--- config.mk ---
export PLATFORM = sky130hd
export DESIGN_NAME = rip_bp_table_scheduler
export DESIGN_NICKNAME = d
export VERILOG_FILES = /design/src/rtl/rip_bp_table_scheduler.sv
export SDC_FILE = /design/constraint.sdc
export NUM_CORES = 1
export LEC_CHECK = 0
export ABC_AREA = 1
export BUFFER_PORTS_ARGS = -buffer_cell sky130_fd_sc_hd__buf_2
export CAP_MARGIN = 20
export CORE_UTILIZATION = 51
export DETAILED_ROUTE_END_ITERATION = 10
export GPL_ROUTABILITY_DRIVEN = 0
export PLACE_DENSITY = 0.72
export SYNTH_ARGS = -nofsm -noshare
export SYNTH_HDL_FRONTEND = slang
export SYNTH_SLANG_ARGS = --single-unit
--- constraint.sdc ---
create_clock -name clk -period 2.49 [get_ports clk]
set_clock_uncertainty 0.2 [all_clocks]
set_input_delay 0 -clock clk [delete_from_list [all_inputs] [get_ports clk]]
set_output_delay 0 -clock clk [all_outputs]
set_load 0.01 [all_outputs]
--- src/rtl/rip_bp_table_scheduler.sv ---
// Port scheduler for the 2-bit-counter branch predictor RAM: init sweep,
// fetch lookups (highest priority) and FIFO-buffered read-modify-write updates.

package rip_branch_predictor_const;
    localparam int TABLE_DEPTH = 4;
endpackage

module rip_bp_table_scheduler
    import rip_branch_predictor_const::*;
#(
    parameter int INDEX_W    = TABLE_DEPTH,
    parameter int FIFO_DEPTH = 4
) (
    input  logic               clk,
    input  logic               rst,
    output logic               init_busy_o,
    input  logic               pred_req_i,
    input  logic [INDEX_W-1:0] pred_index_i,
    output logic               pred_ready_o,
    output logic               pred_valid_o,
    output logic [1:0]         pred_weight_o,
    input  logic               upd_valid_i,
    output logic               upd_ready_o,
    input  logic [INDEX_W-1:0] upd_index_i,
    input  logic               upd_taken_i,
    output logic               ram_en_o,
    output logic               ram_we_o,
    output logic [INDEX_W-1:0] ram_addr_o,
    output logic [1:0]         ram_wdata_o,
    input  logic [1:0]         ram_rdata_i
);

    localparam int PTR_W = $clog2(FIFO_DEPTH);
    localparam logic [PTR_W:0] FULL_CNT = (PTR_W + 1)'(FIFO_DEPTH);

    typedef enum logic [1:0] {
        ST_INIT  = 2'b00,
        ST_IDLE  = 2'b01,
        ST_READ  = 2'b10,
        ST_WRITE = 2'b11
    } state_t;

    state_t               state_r, next_state_s;
    logic [INDEX_W-1:0]   sweep_r;
    logic [INDEX_W-1:0]   fifo_idx_r [FIFO_DEPTH];
    logic                 fifo_taken_r [FIFO_DEPTH];
    logic [PTR_W-1:0]     wr_ptr_r, rd_ptr_r;
    logic [PTR_W:0]       count_r;
    logic [INDEX_W-1:0]   pend_idx_r;
    logic [1:0]           pend_val_r;
    logic                 pred_valid_r, fwd_sel_r;
    logic [1:0]           fwd_val_r;
    logic                 lookup_s, push_s, pop_s;
    logic                 ram_en_s, ram_we_s;
    logic [INDEX_W-1:0]   ram_addr_s;
    logic [1:0]           ram_wdata_s;

    // Saturating 2-bit counter step toward the resolved outcome.
    function automatic logic [1:0] sat_next(input logic [1:0] cnt, input logic taken);
        logic [1:0] res;
        if (taken) begin
            res = (cnt == 2'b11) ? 2'b11 : cnt + 2'b01;
        end else begin
            res = (cnt == 2'b00) ? 2'b00 : cnt - 2'b01;
        end
        return res;
    endfunction

    assign init_busy_o  = (state_r == ST_INIT);
    assign pred_ready_o = !init_busy_o;
    assign upd_ready_o  = (count_r != FULL_CNT);
    assign lookup_s     = !rst && pred_req_i && pred_ready_o;
    assign push_s       = !rst && upd_valid_i && upd_ready_o;

    // Port arbitration and next-state selection; RAM is idle while rst is held.
    always_comb begin
        next_state_s = state_r;
        ram_en_s     = 1'b0;
        ram_we_s     = 1'b0;
        ram_addr_s   = {INDEX_W{1'b0}};
        ram_wdata_s  = 2'b00;
        pop_s        = 1'b0;
        if (rst) begin
            next_state_s = ST_INIT;
        end else begin
            case (state_r)
                ST_INIT: begin
                    ram_en_s    = 1'b1;
                    ram_we_s    = 1'b1;
                    ram_addr_s  = sweep_r;
                    ram_wdata_s = 2'b01;
                    if (sweep_r == {INDEX_W{1'b1}}) begin
                        next_state_s = ST_IDLE;
                    end else begin
                        next_state_s = ST_INIT;
                    end
                end
                ST_IDLE: begin
                    if (lookup_s) begin
                        ram_en_s   = 1'b1;
                        ram_addr_s = pred_index_i;
                    end else if (count_r != {(PTR_W + 1){1'b0}}) begin
                        ram_en_s     = 1'b1;
                        ram_addr_s   = fifo_idx_r[rd_ptr_r];
                        next_state_s = ST_READ;
                    end else begin
                        next_state_s = ST_IDLE;
                    end
                end
                ST_READ: begin
                    if (lookup_s) begin
                        ram_en_s   = 1'b1;
                        ram_addr_s = pred_index_i;
                    end else begin
                        ram_en_s = 1'b0;
                    end
                    next_state_s = ST_WRITE;
                end
                ST_WRITE: begin
                    if (lookup_s) begin
                        ram_en_s   = 1'b1;
                        ram_addr_s = pred_index_i;
                    end else begin
                        ram_en_s     = 1'b1;
                        ram_we_s     = 1'b1;
                        ram_addr_s   = pend_idx_r;
                        ram_wdata_s  = pend_val_r;
                        pop_s        = 1'b1;
                        next_state_s = ST_IDLE;
                    end
                end
                default: begin
                    next_state_s = ST_INIT;
                end
            endcase
        end
    end

    assign ram_en_o    = ram_en_s;
    assign ram_we_o    = ram_we_s;
    assign ram_addr_o  = ram_addr_s;
    assign ram_wdata_o = ram_wdata_s;

    // State register and init sweep counter.
    always_ff @(posedge clk) begin
        if (rst) begin
            state_r <= ST_INIT;
            sweep_r <= {INDEX_W{1'b0}};
        end else begin
            state_r <= next_state_s;
            if (state_r == ST_INIT) begin
                sweep_r <= sweep_r + INDEX_W'(1);
            end else begin
                sweep_r <= {INDEX_W{1'b0}};
            end
        end
    end

    // Pending write: the head entry's new counter, captured while its read data is on the bus.
    always_ff @(posedge clk) begin
        if (rst) begin
            pend_idx_r <= {INDEX_W{1'b0}};
            pend_val_r <= 2'b00;
        end else if (state_r == ST_READ) begin
            pend_idx_r <= fifo_idx_r[rd_ptr_r];
            pend_val_r <= sat_next(ram_rdata_i, fifo_taken_r[rd_ptr_r]);
        end else begin
            pend_idx_r <= pend_idx_r;
            pend_val_r <= pend_val_r;
        end
    end

    // Lookup response tracking; a hit on a stalled pending write is forwarded.
    always_ff @(posedge clk) begin
        if (rst) begin
            pred_valid_r <= 1'b0;
            fwd_sel_r    <= 1'b0;
            fwd_val_r    <= 2'b00;
        end else begin
            pred_valid_r <= lookup_s;
            fwd_sel_r    <= lookup_s && (state_r == ST_WRITE) && (pred_index_i == pend_idx_r);
            fwd_val_r    <= pend_val_r;
        end
    end

    assign pred_valid_o  = pred_valid_r;
    assign pred_weight_o = pred_valid_r ? (fwd_sel_r ? fwd_val_r : ram_rdata_i) : 2'b00;

    // Update FIFO storage; payload needs no reset since pointers qualify it.
    always_ff @(posedge clk) begin
        if (push_s) begin
            fifo_idx_r[wr_ptr_r]   <= upd_index_i;
            fifo_taken_r[wr_ptr_r] <= upd_taken_i;
        end
    end

    // Update FIFO pointers and occupancy; push and pop in one cycle cancel out.
    always_ff @(posedge clk) begin
        if (rst) begin
            wr_ptr_r <= {PTR_W{1'b0}};
            rd_ptr_r <= {PTR_W{1'b0}};
            count_r  <= {(PTR_W + 1){1'b0}};
        end else begin
            if (push_s) begin
                wr_ptr_r <= wr_ptr_r + PTR_W'(1);
            end else begin
                wr_ptr_r <= wr_ptr_r;
            end
            if (pop_s) begin
                rd_ptr_r <= rd_ptr_r + PTR_W'(1);
            end else begin
                rd_ptr_r <= rd_ptr_r;
            end
            case ({push_s, pop_s})
                2'b10:   count_r <= count_r + (PTR_W + 1)'(1);
                2'b01:   count_r <= count_r - (PTR_W + 1)'(1);
                default: count_r <= count_r;
            endcase
        end
    end

endmodule
==> metrics.log <==
INFO  metric avgViaCountPerCell = 4.98
INFO  metric worst-endpoint-required = 2.53 ns
INFO  metric static-leakage-power = 1.24 nW
INFO  metric drv_cap = 0
INFO  metric setup_tns = 0 ns
INFO  metric multi_input_comb_area = 966 um2
INFO  metric timing.critical_path.to_type = register
INFO  metric full_die_area = 0.00470 mm2
INFO  metric post_synth_num_cell_types = 30
INFO  metric dr.pass1.iters = 4
INFO  metric unrepaired_setup_endpoints_after_global_routing = no
INFO  metric grt_overflow_total = 0
INFO  metric status = finished clean
INFO  metric tritoncts = built
INFO  metric design.portCount = 29
INFO  metric fillers = 351
INFO  metric detailroute.wirelength.met3 = 260 um
INFO  metric mostFrequentLayoutCell = nand2_1
INFO  metric post_synth_inst_count = 275
INFO  metric setup-violations-final = 0
INFO  metric crit_path_start_kind = register
INFO  metric grt_usage = 21.5%
INFO  metric worst_ir_drop_vdd = 328 uV
INFO  metric drv_slew = 0
INFO  metric synthesis_stage_register_bit_count = 45
INFO  metric arrival = 2.31 ns
INFO  metric topRoutingLayerUsed = met4
INFO  metric synthesis.area_per_instance = 8.22 um2
INFO  metric rows = 23
INFO  metric holdPathStages = 2
INFO  metric routed_wire_length_per_instance = 12.0 um
INFO  metric synth_area = 0.00226 mm2
INFO  metric route.vias.total = 1862
INFO  metric global_route_wire_length_before_repair = 7160 um
INFO  metric layout_common_cells = nand2_1 (62), inv_1 (43), buf_2 (28), dfxtp_1 (24), nor2_1 (23)
INFO  metric hold_start = upd_index_i[2]
INFO  metric postRouteWirelength = 4480 um
INFO  metric maximum_number_of_pins_on_one_net_before_global_route_repair = 20
INFO  metric max_freq = 440 MHz
INFO  metric criticalPathCategory = reg -> reg
INFO  metric area_growth = 20.0%
INFO  metric worst_setup_hold_path_clk_slew = 0.09 ns
INFO  metric postSynthNetCount = 301
INFO  metric drive_above_1_share = 16.4%
INFO  metric yosysWarningCount = 0
INFO  metric htreeDepth = 2
INFO  metric final-seq-area = 0.00110 mm2
INFO  metric finalNetCount = 349
INFO  metric initial_core_utilization = 54.9%
INFO  metric cts_sink_count = 45
INFO  metric worst_pin_slew = 0.524 ns
INFO  metric r2r.worst_path.cells = 12
INFO  metric min_period = 2.27 ns
INFO  metric dieHeight = 68.6 um
INFO  metric antenna_found_initial = 0
INFO  metric total_power = 1.36 mW
INFO  metric worst_slew_margin_rel = 64.9%
INFO  metric fin_crit_sh = 91.3%
INFO  metric place.port_buffers = 28
INFO  metric num_antenna_cells = 0
INFO  metric detailed_place_hpwl = 3300 um
INFO  metric cts.root.buffer_cell = clkbuf_8
INFO  metric worst-path-max-fanout = 7
INFO  metric vias_in_the_first_global_route = 1678
INFO  metric postRouteAntennaNets = 0
INFO  metric cts_buffers = 5
INFO  metric post_route_drc = 0
INFO  metric m1WireLength = 2120 um
INFO  metric design.core.area = 0.00412 mm2
INFO  metric clk_path_buf_depth = 2
INFO  metric finalHoldViolCount = 0
INFO  metric insertion_delay_to_the_later_sink_of_the_worst_skew_pair = 0.31 ns
INFO  metric die_w = 68.6 um
INFO  metric met2_wirelength = 2060 um
INFO  metric min_path_type = in -> reg
INFO  metric synth_sequential_area_ratio = 48.7%
INFO  metric drt_iter0_drc = 150
INFO  metric areal_power_density_over_the_cells = 502 mW/mm2
worst paths after layout:
path / slack, ns / endpoint
max: 0.22 / count_r[2]
min: 0.24 / fifo_idx_r[3][2]
max reg2reg: 0.22 / count_r[2]
min reg2reg: 0.25 / fwd_val_r[0]
synthesized netlist by cell type:
cell / number / area, um2
buf_1: 1 / 3.75
nand3_1: 14 / 70.1
o21ai_0: 21 / 105
nand3_4: 1 / 17.5
o21a_1: 2 / 15.0
clkinv_1: 1 / 3.75
ha_1: 10 / 125
o211ai_1: 2 / 15.0
nand2_2: 2 / 12.5
nor2_4: 1 / 11.3
nor3_1: 4 / 20.0
o21ai_1: 2 / 10.0
nor4_1: 2 / 12.5
edfxtp_1: 20 / 601
xor2_1: 2 / 17.5
nor2_2: 1 / 6.26
inv_1: 43 / 161
nor2_1: 23 / 86.3
o22a_1: 1 / 8.76
buf_2: 3 / 15.0
o21ai_2: 1 / 8.76
a31oi_1: 5 / 31.3
buf_6: 1 / 11.3
dfxtp_1: 25 / 500
inv_4: 2 / 12.5
a21oi_1: 20 / 100
fa_1: 1 / 20.0
nand2_1: 62 / 233
nor2_8: 1 / 20.0
or2_2: 1 / 6.26
sequential cells by signal, indices dropped and copies added (netlist names), named ones only:
name and cells:
fifo_idx_r 16, fifo_taken_r 4, pend_idx_r 4, sweep_r 4, count_r 3, fwd_val_r 2
pend_val_r 2, rd_ptr_r 2, wr_ptr_r 2, fwd_sel_r 1, pred_valid_o 1, state_r 1
stage by stage:
stage | hold WS, ns | cell area (um2) | util [%] | std cells | setup slack, ns
finish | 0.240 | 2710 | 65.9 | 374 | 0.216
global placement | 0.0150 | 2460 | 59.7 | 351 | 0.163
floorplan | -0.101 | 2260 | - | 275 | 0.0291
CTS | 0.227 | 2700 | 65.5 | 374 | 0.0592
detailed placement | 0.0172 | 2460 | 59.7 | 351 | 0.0937
global route | 0.244 | 2710 | 65.9 | 374 | 0.0188
cells by family after synthesis:
| logic type | Yosys count | synth area share (%) |
|---|---|---|
| AND/OR/NAND/NOR | 112 | 21.9 |
| flip-flops | 45 | 48.7 |
| XOR/XNOR | 2 | 0.775 |
| adder cells (fa/ha/maj) | 11 | 6.42 |
| AO/OA/AOI/OAI | 54 | 13.0 |
| buffers and inverters | 51 | 9.19 |
cell type report:
cell class,count,area share [%]
clock buffer,5,2.54
sequential,45,40.7
timing repair buffer,46,11.5
tap,50,2.31
multi-input combinational,179,35.6
inverter,46,6.55
clock inverter,3,0.784
worst max-delay path: stages (launching register included):
cell	delay [ns]
dfxtp_4	0.36
inv_1	0.05
ha_1	0.21
inv_4	0.09
nand3_4	0.09
nand2_4	0.09
nor2_2	0.06
ha_2	0.22
fa_2	0.35
a21oi_2	0.14
o21a_1	0.14
o21ai_0	0.07
a21oi_1	0.12
report_power, final:
group	total [mW]	switching, mW	internal (mW)	leakage [nW]
sequential	0.797	0.0112	0.786	0.385
combinational	0.111	0.0631	0.0482	0.810
clock	0.454	0.255	0.199	0.0445
repair_timing:
| item | CTS | global route |
|---|---|---|
| setup buffers | 0 | 0 |
| hold endpoints to repair | 31 | 0 |
| hold buffers | 15 | 0 |
| setup endpoints to repair | 0 | 1 |
| resized for setup | 0 | 6 |
routing by layer:
metal	GRT usage (%)	vias up
met3	4.28	8
li1	-	991
met2	33.8	53
met4	11.5	0
met5	0	-
met1	27.7	810
Power figures use the tool's default switching activity.
